$ cat src/rtl/conv_pkg.sv
// Constants and FSM state encoding shared by the convolution memory,
// loader and datapath blocks.
package conv_pkg;

    localparam int DATA_W    = 8;
    localparam int IN_DEPTH  = 16;
    localparam int FLT_DEPTH = 9;

    typedef enum logic [2:0] {
        IDLE     = 3'd0,
        LOAD_IN  = 3'd1,
        LOAD_FLT = 3'd2,
        CHECK    = 3'd3,
        DONE     = 3'd4
    } ld_state_t;

endpackage

$ cat src/rtl/mem_loader_regfile.sv
// DEPTH x DATA_W write-indexed register bank with a flat read bus and
// asynchronous active-low clear.
module mem_loader_regfile #(
    parameter  int DEPTH  = 16,
    parameter  int DATA_W = 8,
    localparam int AW     = (DEPTH > 1) ? $clog2(DEPTH) : 1
) (
    input  logic                    clk,
    input  logic                    rst_n,
    input  logic                    we,
    input  logic [AW-1:0]           waddr,
    input  logic [DATA_W-1:0]       wdata,
    output logic [DEPTH*DATA_W-1:0] flat
);

    for (genvar i = 0; i < DEPTH; i++) begin : g_el
        logic [DATA_W-1:0] q;

        always_ff @(posedge clk or negedge rst_n) begin
            if (!rst_n)
                q <= '0;
            else if (we && waddr == AW'(i))
                q <= wdata;
        end

        assign flat[i*DATA_W +: DATA_W] = q;
    end

endmodule

$ cat src/rtl/mem_loader.sv
// Stream-to-buffer loader: fills a 4x4 input tile and a 3x3 filter from a
// valid/ready byte stream. Optional trailing checksum byte: MEM_LOADER_CKSUM_EN.
module mem_loader #(
    parameter int DATA_W    = conv_pkg::DATA_W,
    parameter int IN_DEPTH  = conv_pkg::IN_DEPTH,
    parameter int FLT_DEPTH = conv_pkg::FLT_DEPTH
) (
    input  logic                        clk,
    input  logic                        rst,
    input  logic                        start,
    input  logic                        abort,
    input  logic                        s_valid,
    input  logic [DATA_W-1:0]           s_data,
    output logic                        s_ready,
    output logic [IN_DEPTH*DATA_W-1:0]  input_flat,
    output logic [FLT_DEPTH*DATA_W-1:0] filter_flat,
    output logic                        busy,
    output logic                        load_done,
    output logic                        err
);
    import conv_pkg::*;

    localparam int CNT_W = $clog2(IN_DEPTH);

    ld_state_t        state;
    logic [CNT_W-1:0] cnt;
    logic             xfer;
    logic             we_in;
    logic             we_flt;

    // Abort takes precedence over a coincident transfer, so an aborted
    // cycle never writes a byte.
    assign xfer   = s_valid && s_ready && !abort;
    assign we_in  = xfer && (state == LOAD_IN);
    assign we_flt = xfer && (state == LOAD_FLT);

`ifdef MEM_LOADER_CKSUM_EN
    logic [DATA_W-1:0] sum;
    logic              err_q;
    assign err = err_q;
`else
    assign err = 1'b0;
`endif

    always_ff @(posedge clk or negedge rst) begin
        if (!rst) begin
            state     <= IDLE;
            cnt       <= '0;
            s_ready   <= 1'b0;
            busy      <= 1'b0;
            load_done <= 1'b0;
`ifdef MEM_LOADER_CKSUM_EN
            sum       <= '0;
            err_q     <= 1'b0;
`endif
        end else begin
            case (state)
                IDLE, DONE: begin
                    if (start) begin
                        state     <= LOAD_IN;
                        cnt       <= '0;
                        s_ready   <= 1'b1;
                        busy      <= 1'b1;
                        load_done <= 1'b0;
`ifdef MEM_LOADER_CKSUM_EN
                        sum       <= '0;
                        err_q     <= 1'b0;
`endif
                    end
                end
                LOAD_IN: begin
                    if (abort) begin
                        state   <= IDLE;
                        cnt     <= '0;
                        s_ready <= 1'b0;
                        busy    <= 1'b0;
                    end else if (xfer) begin
`ifdef MEM_LOADER_CKSUM_EN
                        sum <= sum + s_data;
`endif
                        if (cnt == CNT_W'(IN_DEPTH - 1)) begin
                            state <= LOAD_FLT;
                            cnt   <= '0;
                        end else begin
                            cnt <= cnt + 1'b1;
                        end
                    end
                end
                LOAD_FLT: begin
                    if (abort) begin
                        state   <= IDLE;
                        cnt     <= '0;
                        s_ready <= 1'b0;
                        busy    <= 1'b0;
                    end else if (xfer) begin
`ifdef MEM_LOADER_CKSUM_EN
                        sum <= sum + s_data;
`endif
                        if (cnt == CNT_W'(FLT_DEPTH - 1)) begin
                            cnt <= '0;
`ifdef MEM_LOADER_CKSUM_EN
                            state <= CHECK;
`else
                            state     <= DONE;
                            s_ready   <= 1'b0;
                            busy      <= 1'b0;
                            load_done <= 1'b1;
`endif
                        end else begin
                            cnt <= cnt + 1'b1;
                        end
                    end
                end
`ifdef MEM_LOADER_CKSUM_EN
                CHECK: begin
                    if (abort) begin
                        state   <= IDLE;
                        cnt     <= '0;
                        s_ready <= 1'b0;
                        busy    <= 1'b0;
                    end else if (xfer) begin
                        state     <= DONE;
                        s_ready   <= 1'b0;
                        busy      <= 1'b0;
                        load_done <= 1'b1;
                        err_q     <= (s_data != sum);
                    end
                end
`endif
                default: begin
                    state   <= IDLE;
                    cnt     <= '0;
                    s_ready <= 1'b0;
                    busy    <= 1'b0;
                end
            endcase
        end
    end

    mem_loader_regfile #(
        .DEPTH (IN_DEPTH),
        .DATA_W(DATA_W)
    ) u_in_buf (
        .clk  (clk),
        .rst_n(rst),
        .we   (we_in),
        .waddr(cnt),
        .wdata(s_data),
        .flat (input_flat)
    );

    mem_loader_regfile #(
        .DEPTH (FLT_DEPTH),
        .DATA_W(DATA_W)
    ) u_flt_buf (
        .clk  (clk),
        .rst_n(rst),
        .we   (we_flt),
        .waddr(cnt),
        .wdata(s_data),
        .flat (filter_flat)
    );

endmodule
$ cat config.mk
export PLATFORM = sky130hd
export DESIGN_NAME = mem_loader
export DESIGN_NICKNAME = d
export VERILOG_FILES = /design/src/rtl/conv_pkg.sv /design/src/rtl/mem_loader_regfile.sv /design/src/rtl/mem_loader.sv
export SDC_FILE = /design/constraint.sdc
export NUM_CORES = 1
export LEC_CHECK = 0
export CORE_MARGIN = 4
export CORE_UTILIZATION = 52
export CTS_CLUSTER_SIZE = 16
export DETAILED_ROUTE_END_ITERATION = 10
export PLACE_DENSITY = 0.85
export SYNTH_ARGS = -nofsm -noshare
export SYNTH_HDL_FRONTEND = slang
export SYNTH_SLANG_ARGS = --single-unit
export TNS_END_PERCENT = 30
$ cat constraint.sdc
create_clock -name clk -period 5.7 [get_ports clk]
set_clock_uncertainty 0.1 [all_clocks]
set_input_delay 0.57 -clock clk [delete_from_list [all_inputs] [get_ports clk]]
set_output_delay 0.57 -clock clk [all_outputs]
set_load 0.03 [all_outputs]
==> results of run 1 <==
-- layer usage --
layer	share of wire	up-vias	track usage
li1	-	2294	-
met1	0.39	2797	0.3003
met2	0.53	188	0.4366
met3	0.065	38	0.05139
met4	0.019	0	0.05373
met5	0	-	0
-- final cells by class --
type                            count  share of cell area
Sequential cell                   209              0.4604
Multi-Input combinational cell    281              0.2545
Timing Repair Buffer              223              0.1950
Clock buffer                       29             0.05242
Tap cell                          211             0.02324
Clock inverter                      7             0.01244
Inverter                            6            0.001982
-- critical path, delay by kind of cell --
| family | cells | cell delay, ps |
|---|---|---|
| buf+inv | 1 | 530 |
| simple gates | 3 | 1240 |
| mux | 1 | 420 |
-- flip-flops by register name, indices dropped and copies added (netlist names) --
register / flops
state: 3
load_done: 1
cnt: 4
u_in_buf.g_el.q: 128
busy: 1
u_flt_buf.g_el.q: 72
-- worst max-delay path by stage --
stage	start	end	slack, ps	depth (start not counted)
CTS	abort	u_in_buf.g_el[2].q[0]$_DFFE_PN0P_	3210	5
finish	abort	u_in_buf.g_el[14].q[5]$_DFFE_PN0P_	3180	5
detailed placement	abort	u_in_buf.g_el[14].q[5]$_DFFE_PN0P_	2750	5
global route	abort	u_in_buf.g_el[14].q[5]$_DFFE_PN0P_	3090	5
floorplan	abort	u_flt_buf.g_el[4].q[0]$_DFFE_PN0P_	3660	5
global placement	abort	u_in_buf.g_el[14].q[4]$_DFFE_PN0P_	2850	5
-- power by group through the flow --
stage | clock network [µW] | logic [µW] | registers, µW
after detailed placement | 0 | 499 | 1630
after global routing | 1540 | 527 | 1620
after CTS | 1490 | 504 | 1610
after floorplan | 0 | 130 | 1760
final | 1460 | 499 | 1610
after global placement | 0 | 488 | 1630
-- cells by family after synthesis --
family,after synthesis
AO/OA/AOI/OAI,17
XOR/XNOR,1
adder cells (fa/ha/maj),5
buffers and inverters,34
flip-flops,209
multiplexers,202
other,1
AND/OR/NAND/NOR,55
-- Yosys cell counts (2+ instances only) --
library cell,count,share of area
ha_1,5,0.0076
nand3_2,10,0.012
buf_2,2,0.0012
nand3_1,7,0.0042
buf_6,2,0.0027
dfrtp_1,209,0.63
nand4_2,2,0.0030
o21bai_1,2,0.0018
and3_1,2,0.0015
clkbuf_1,21,0.0095
nor3b_1,2,0.0018
nor3_4,3,0.0059
buf_4,3,0.0027
nand2_1,8,0.0036
a21oi_1,3,0.0018
and2_1,2,0.0015
nor2_2,3,0.0023
mux2_2,199,0.27
nor2b_1,2,0.0015
mux2i_1,2,0.0024
nor2_1,7,0.0032
inv_1,6,0.0027
-- metrics by stage --
| step | power (µW) | worst slack, ps |
|---|---|---|
| floorplan | 1892 | 3665 |
| global placement | 2115 | 2850 |
| detailed placement | 2132 | 2750 |
| CTS | 3597 | 3207 |
| global route | 3683 | 3086 |
| finish | 3568 | 3180 |
==> flow_summary.json, run 1 <==
{
  "htreeDepth": 1,
  "cts_buffers": 21,
  "finalSetupTns_ps": 0,
  "nFillCells": 985,
  "rrSetupSlack_ps": 3230,
  "seq_power_share": 0.451,
  "num_rows": 45,
  "dieArea_um2": 18000,
  "synth_fa_ha_area_frac": 0.007557,
  "grt_pass1_wl_um": 34290,
  "num_vias": 5317,
  "holdWs_ps": 17.18,
  "power-per-cell-area_nw_per_um2": 314.0,
  "synth_edf_count": 0,
  "ioPinCount": 217,
  "pwr-share-comb": 0.140,
  "regArea_um2": 5230,
  "grt_usage": 0.2419,
  "grt_start_max_net_pins": 95,
  "cellLeakagePower_uw": 0.005418,
  "rr_startpoint": "state[1]$_DFFE_PN0P_",
  "crit_fanout": 11,
  "status": "finished, final reports clean",
  "layout_common_cells": "clkdlybuf4s50_1 (214), dfrtp_1 (209), mux2_2 (199), clkbuf_16 (21), nand3_2 (10)",
  "dp_hpwl_um": 14750,
  "dr.pass1.iters": 4,
  "crit_arrival_ps": 2780,
  "syn_inst": 524,
  "hp-class": "in -> async",
  "drt_iter0_markers": 238,
  "required_ps": 5960,
  "grt_pass1_vias": 5840,
  "yosysWarnings": 0,
  "cts_hold_buf": 0,
  "fin_nets": 760,
  "ant_nets": 0,
  "period_share": 0.4421,
  "rsz0062_at_grt": "false",
  "synth_flop_cell": "dfrtp_1",
  "drive_gt1_frac": 0.3470,
  "synth_compound_area_frac": 0.01527,
  "start_kind": "input port",
  "drv_slew": 0,
  "place_area_um2": 10620,
  "switchingPower_uw": 901.5,
  "cts.sink_count": 209,
  "path_clk_slew_ps": 60,
  "fmax_mhz": 396.8,
  "die_h_um": 134.2,
  "rr_endpoint": "u_in_buf.g_el[14].q[5]$_DFFE_PN0P_",
  "final_core_util": 0.7391,
  "ff2ff_path_depth": 4,
  "synthMuxAreaShare": 0.2745,
  "avgViaCountPerCell": 5.504,
  "slowest_delay_ps": 550,
  "final_cell_count_no_fill": 966,
  "setup_viol": 0,
  "cp_cell_sequence": "clkdlybuf4s50_1 > nor3_4 > and3_1 > nand4_1 > mux2_2",
  "initial_core_util": 0.5385,
  "fin_crit_ps": 2520,
  "synth_nets": 542,
  "antenna_found_initial": 0,
  "peakVddDrop_uv": 384.7,
  "root_buffer": "clkbuf_16",
  "synthArstFlopShare": 1.000,
  "area_growth_pct": 37.24,
  "ys_types": 44,
  "cts_max_path_buffers": 3,
  "pwr-share-clk": 0.409,
  "antennaDiodeCount": 0,
  "cts_resized": 0,
  "syn_area_um2": 8278,
  "cts_tree": "done",
  "grt.overflow.total": 0,
  "seq_area_frac_synth": 0.6318,
  "post-cts-setup-buffer-count": 0,
  "swShare": 0.2527,
  "slew_headroom": 0.1225,
  "syn_avg_cell_area_um2": 15.80,
  "portBuffers": 215,
  "path_class": "in -> reg",
  "power.internal_uw": 2666,
  "final_common_cell": "clkdlybuf4s50_1",
  "final_area_um2": 11360,
  "routabilityCongestion": 0.9067,
  "core-area_um2": 15370,
  "crit_slowest_cell": "and3_1",
  "drv_cap": 0,
  "wl_um": 21950,
  "wl_per_cell_um": 22.72,
  "synthSimpleGateAreaFrac": 0.05048,
  "clk_latency_ps": 480,
  "dieWidth_um": 134.2,
  "worst_slew_pin_slew_ps": 1312,
  "synth_top_family_by_area": "multiplexers",
  "ys_ff_latch": 209,
  "dp.cells": 930,
  "worstSetupEndpointType": "flip-flop",
  "hold_violations": 0,
  "multiInputGateArea_um2": 2892,
  "synth_xor_area_frac": 0.001058,
  "drc": 0
}
Note: power is estimated with default switching activity, not from simulation.
==> run 2: changes to the inputs <==
CORE_UTILIZATION = 44   (was 52)
PLACE_DENSITY = 0.76   (was 0.85)
clock period = 2.22 ns   (was 5.7 ns; I/O delays follow)
==> flow_summary.json, run 2 (synthesis results as in run 1) <==
{
  "cts_tree": "done",
  "drive_gt1_frac": 0.3662,
  "ant_nets": 0,
  "worstSetupEndpointType": "flip-flop",
  "ff2ff_path_depth": 5,
  "grt_pass1_wl_um": 35480,
  "crit_slowest_cell": "dfrtp_1",
  "core-area_um2": 18210,
  "drv_slew": 0,
  "final_common_cell": "clkdlybuf4s50_1",
  "dieWidth_um": 145.2,
  "area_growth_pct": 41.04,
  "dr.pass1.iters": 6,
  "die_h_um": 145.2,
  "routabilityCongestion": 0.8413,
  "final_cell_count_no_fill": 1010,
  "slowest_delay_ps": 550,
  "htreeDepth": 1,
  "nFillCells": 1296,
  "initial_core_util": 0.4546,
  "avgViaCountPerCell": 5.288,
  "final_core_util": 0.6412,
  "grt_start_max_net_pins": 79,
  "finalSetupTns_ps": 0,
  "status": "finished, final reports clean",
  "dp_hpwl_um": 15270,
  "fmax_mhz": 476.2,
  "clk_latency_ps": 500,
  "grt.overflow.total": 0,
  "wl_per_cell_um": 22.06,
  "ioPinCount": 217,
  "cellLeakagePower_uw": 0.005562,
  "period_share": 0.9458,
  "root_buffer": "clkbuf_16",
  "reg_top3": "u_in_buf.g_el.q: 128 flops, u_flt_buf.g_el.q: 72 flops, cnt: 4 flops",
  "rsz0062_at_grt": "false",
  "portBuffers": 215,
  "crit_buf_inv": 1,
  "regMostFlops": "u_in_buf.g_el.q",
  "cp_top_family": "simple AND/OR/NAND/NOR gates",
  "dp.cells": 969,
  "drv_cap": 0,
  "required_ps": 2510,
  "antenna_found_initial": 0,
  "cp.depth": 5,
  "crit_arrival_ps": 2390,
  "cp_cell_sequence": "nor4b_4 > and2_1 > buf_4 > nand4_2 > mux2_2",
  "grt_usage": 0.2102,
  "cts.sink_count": 209,
  "drt_iter0_markers": 171,
  "peakVddDrop_uv": 699.9,
  "path_clk_slew_ps": 60,
  "grt_pass1_vias": 5988,
  "cts_buffers": 23,
  "fin_nets": 785,
  "power-per-cell-area_nw_per_um2": 796.0,
  "fin_crit_ps": 2100,
  "drc": 0,
  "num_rows": 49,
  "layout_common_cells": "clkdlybuf4s50_1 (214), dfrtp_1 (209), mux2_2 (199), clkbuf_16 (23), buf_4 (23)",
  "antennaDiodeCount": 0,
  "dieArea_um2": 21070,
  "cts_max_path_buffers": 3,
  "holdWs_ps": 124.1,
  "start_kind": "flip-flop",
  "hp-class": "in -> async",
  "hold_violations": 0,
  "num_vias": 5341,
  "setup_viol": 0,
  "largest_register_ffs": 128,
  "path_class": "reg -> reg",
  "crit_fanout": 9,
  "wl_um": 22280
}
==> run 2: changes by cell type in the layout (fill, tap and decap cells not counted), moves of 2 or more <==
cell,delta
buf_12,+7
buf_4,+15
clkbuf_1,+2
clkbuf_16,+2
clkbuf_8,-3
==> run 2: final timing paths <==
path	start	endpoint	slack, ps
min in group clk	start	state[0]$_DFFE_PN0P_	320
max	state[1]$_DFFE_PN0P_	u_flt_buf.g_el[0].q[3]$_DFFE_PN0P_	120
min reg2reg	u_flt_buf.g_el[1].q[2]$_DFFE_PN0P_	u_flt_buf.g_el[1].q[2]$_DFFE_PN0P_	400
min	rst	u_flt_buf.g_el[6].q[6]$_DFFE_PN0P_	120
max in group asynchronous	rst	u_in_buf.g_el[13].q[7]$_DFFE_PN0P_	1140
max reg2reg	state[1]$_DFFE_PN0P_	u_flt_buf.g_el[0].q[3]$_DFFE_PN0P_	120
==> run 2: power breakdown <==
part,switching (µW),internal [µW]
clock network,1450,2400
registers,124,4000
logic,791,530
==> run 2: area by class of cell <==
cell class | instances | area (µm²) | area share
Clock buffer | 30 | 611.8 | 0.05241
Multi-Input combinational cell | 281 | 2894 | 0.2479
Timing Repair Buffer | 246 | 2479 | 0.2123
Sequential cell | 209 | 5230 | 0.4480
Inverter | 6 | 22.52 | 0.001929
Clock inverter | 9 | 151.4 | 0.01297
Tap cell | 229 | 286.5 | 0.02454
==> run 2: worst register-to-register path, cell delays in order (launching register included) <==
cell,delay (ps)
dfrtp_1,550
nor4b_4,320
and2_1,200
buf_4,160
nand4_2,280
mux2_2,370
==> run 2: metrics by stage <==
| stage | setup WS [ps] | instance area, µm² | power [µW] |
|---|---|---|---|
| floorplan | 209.7 | 8278 | 4858 |
| global placement | -17.06 | 10880 | 5489 |
| detailed placement | -88.20 | 10880 | 5521 |
| CTS | 84.28 | 11650 | 9410 |
| global route | 25.36 | 11670 | 9643 |
| finish | 120.3 | 11670 | 9293 |
==> run 2: routing by layer <==
layer	part of all wire	GRT usage	wire length, µm
met1	0.39	0.2551	8778
met2	0.53	0.3845	11870
met3	0.048	0.03867	1073
met4	0.025	0.06030	557
met5	0	0	0
==> run 2: repair_timing <==
item,CTS,global route
endpoints found under the setup margin,0,15
hold endpoints to repair,108,0
hold buffers,1,0
resized for setup,0,1
buffers inserted,0,1
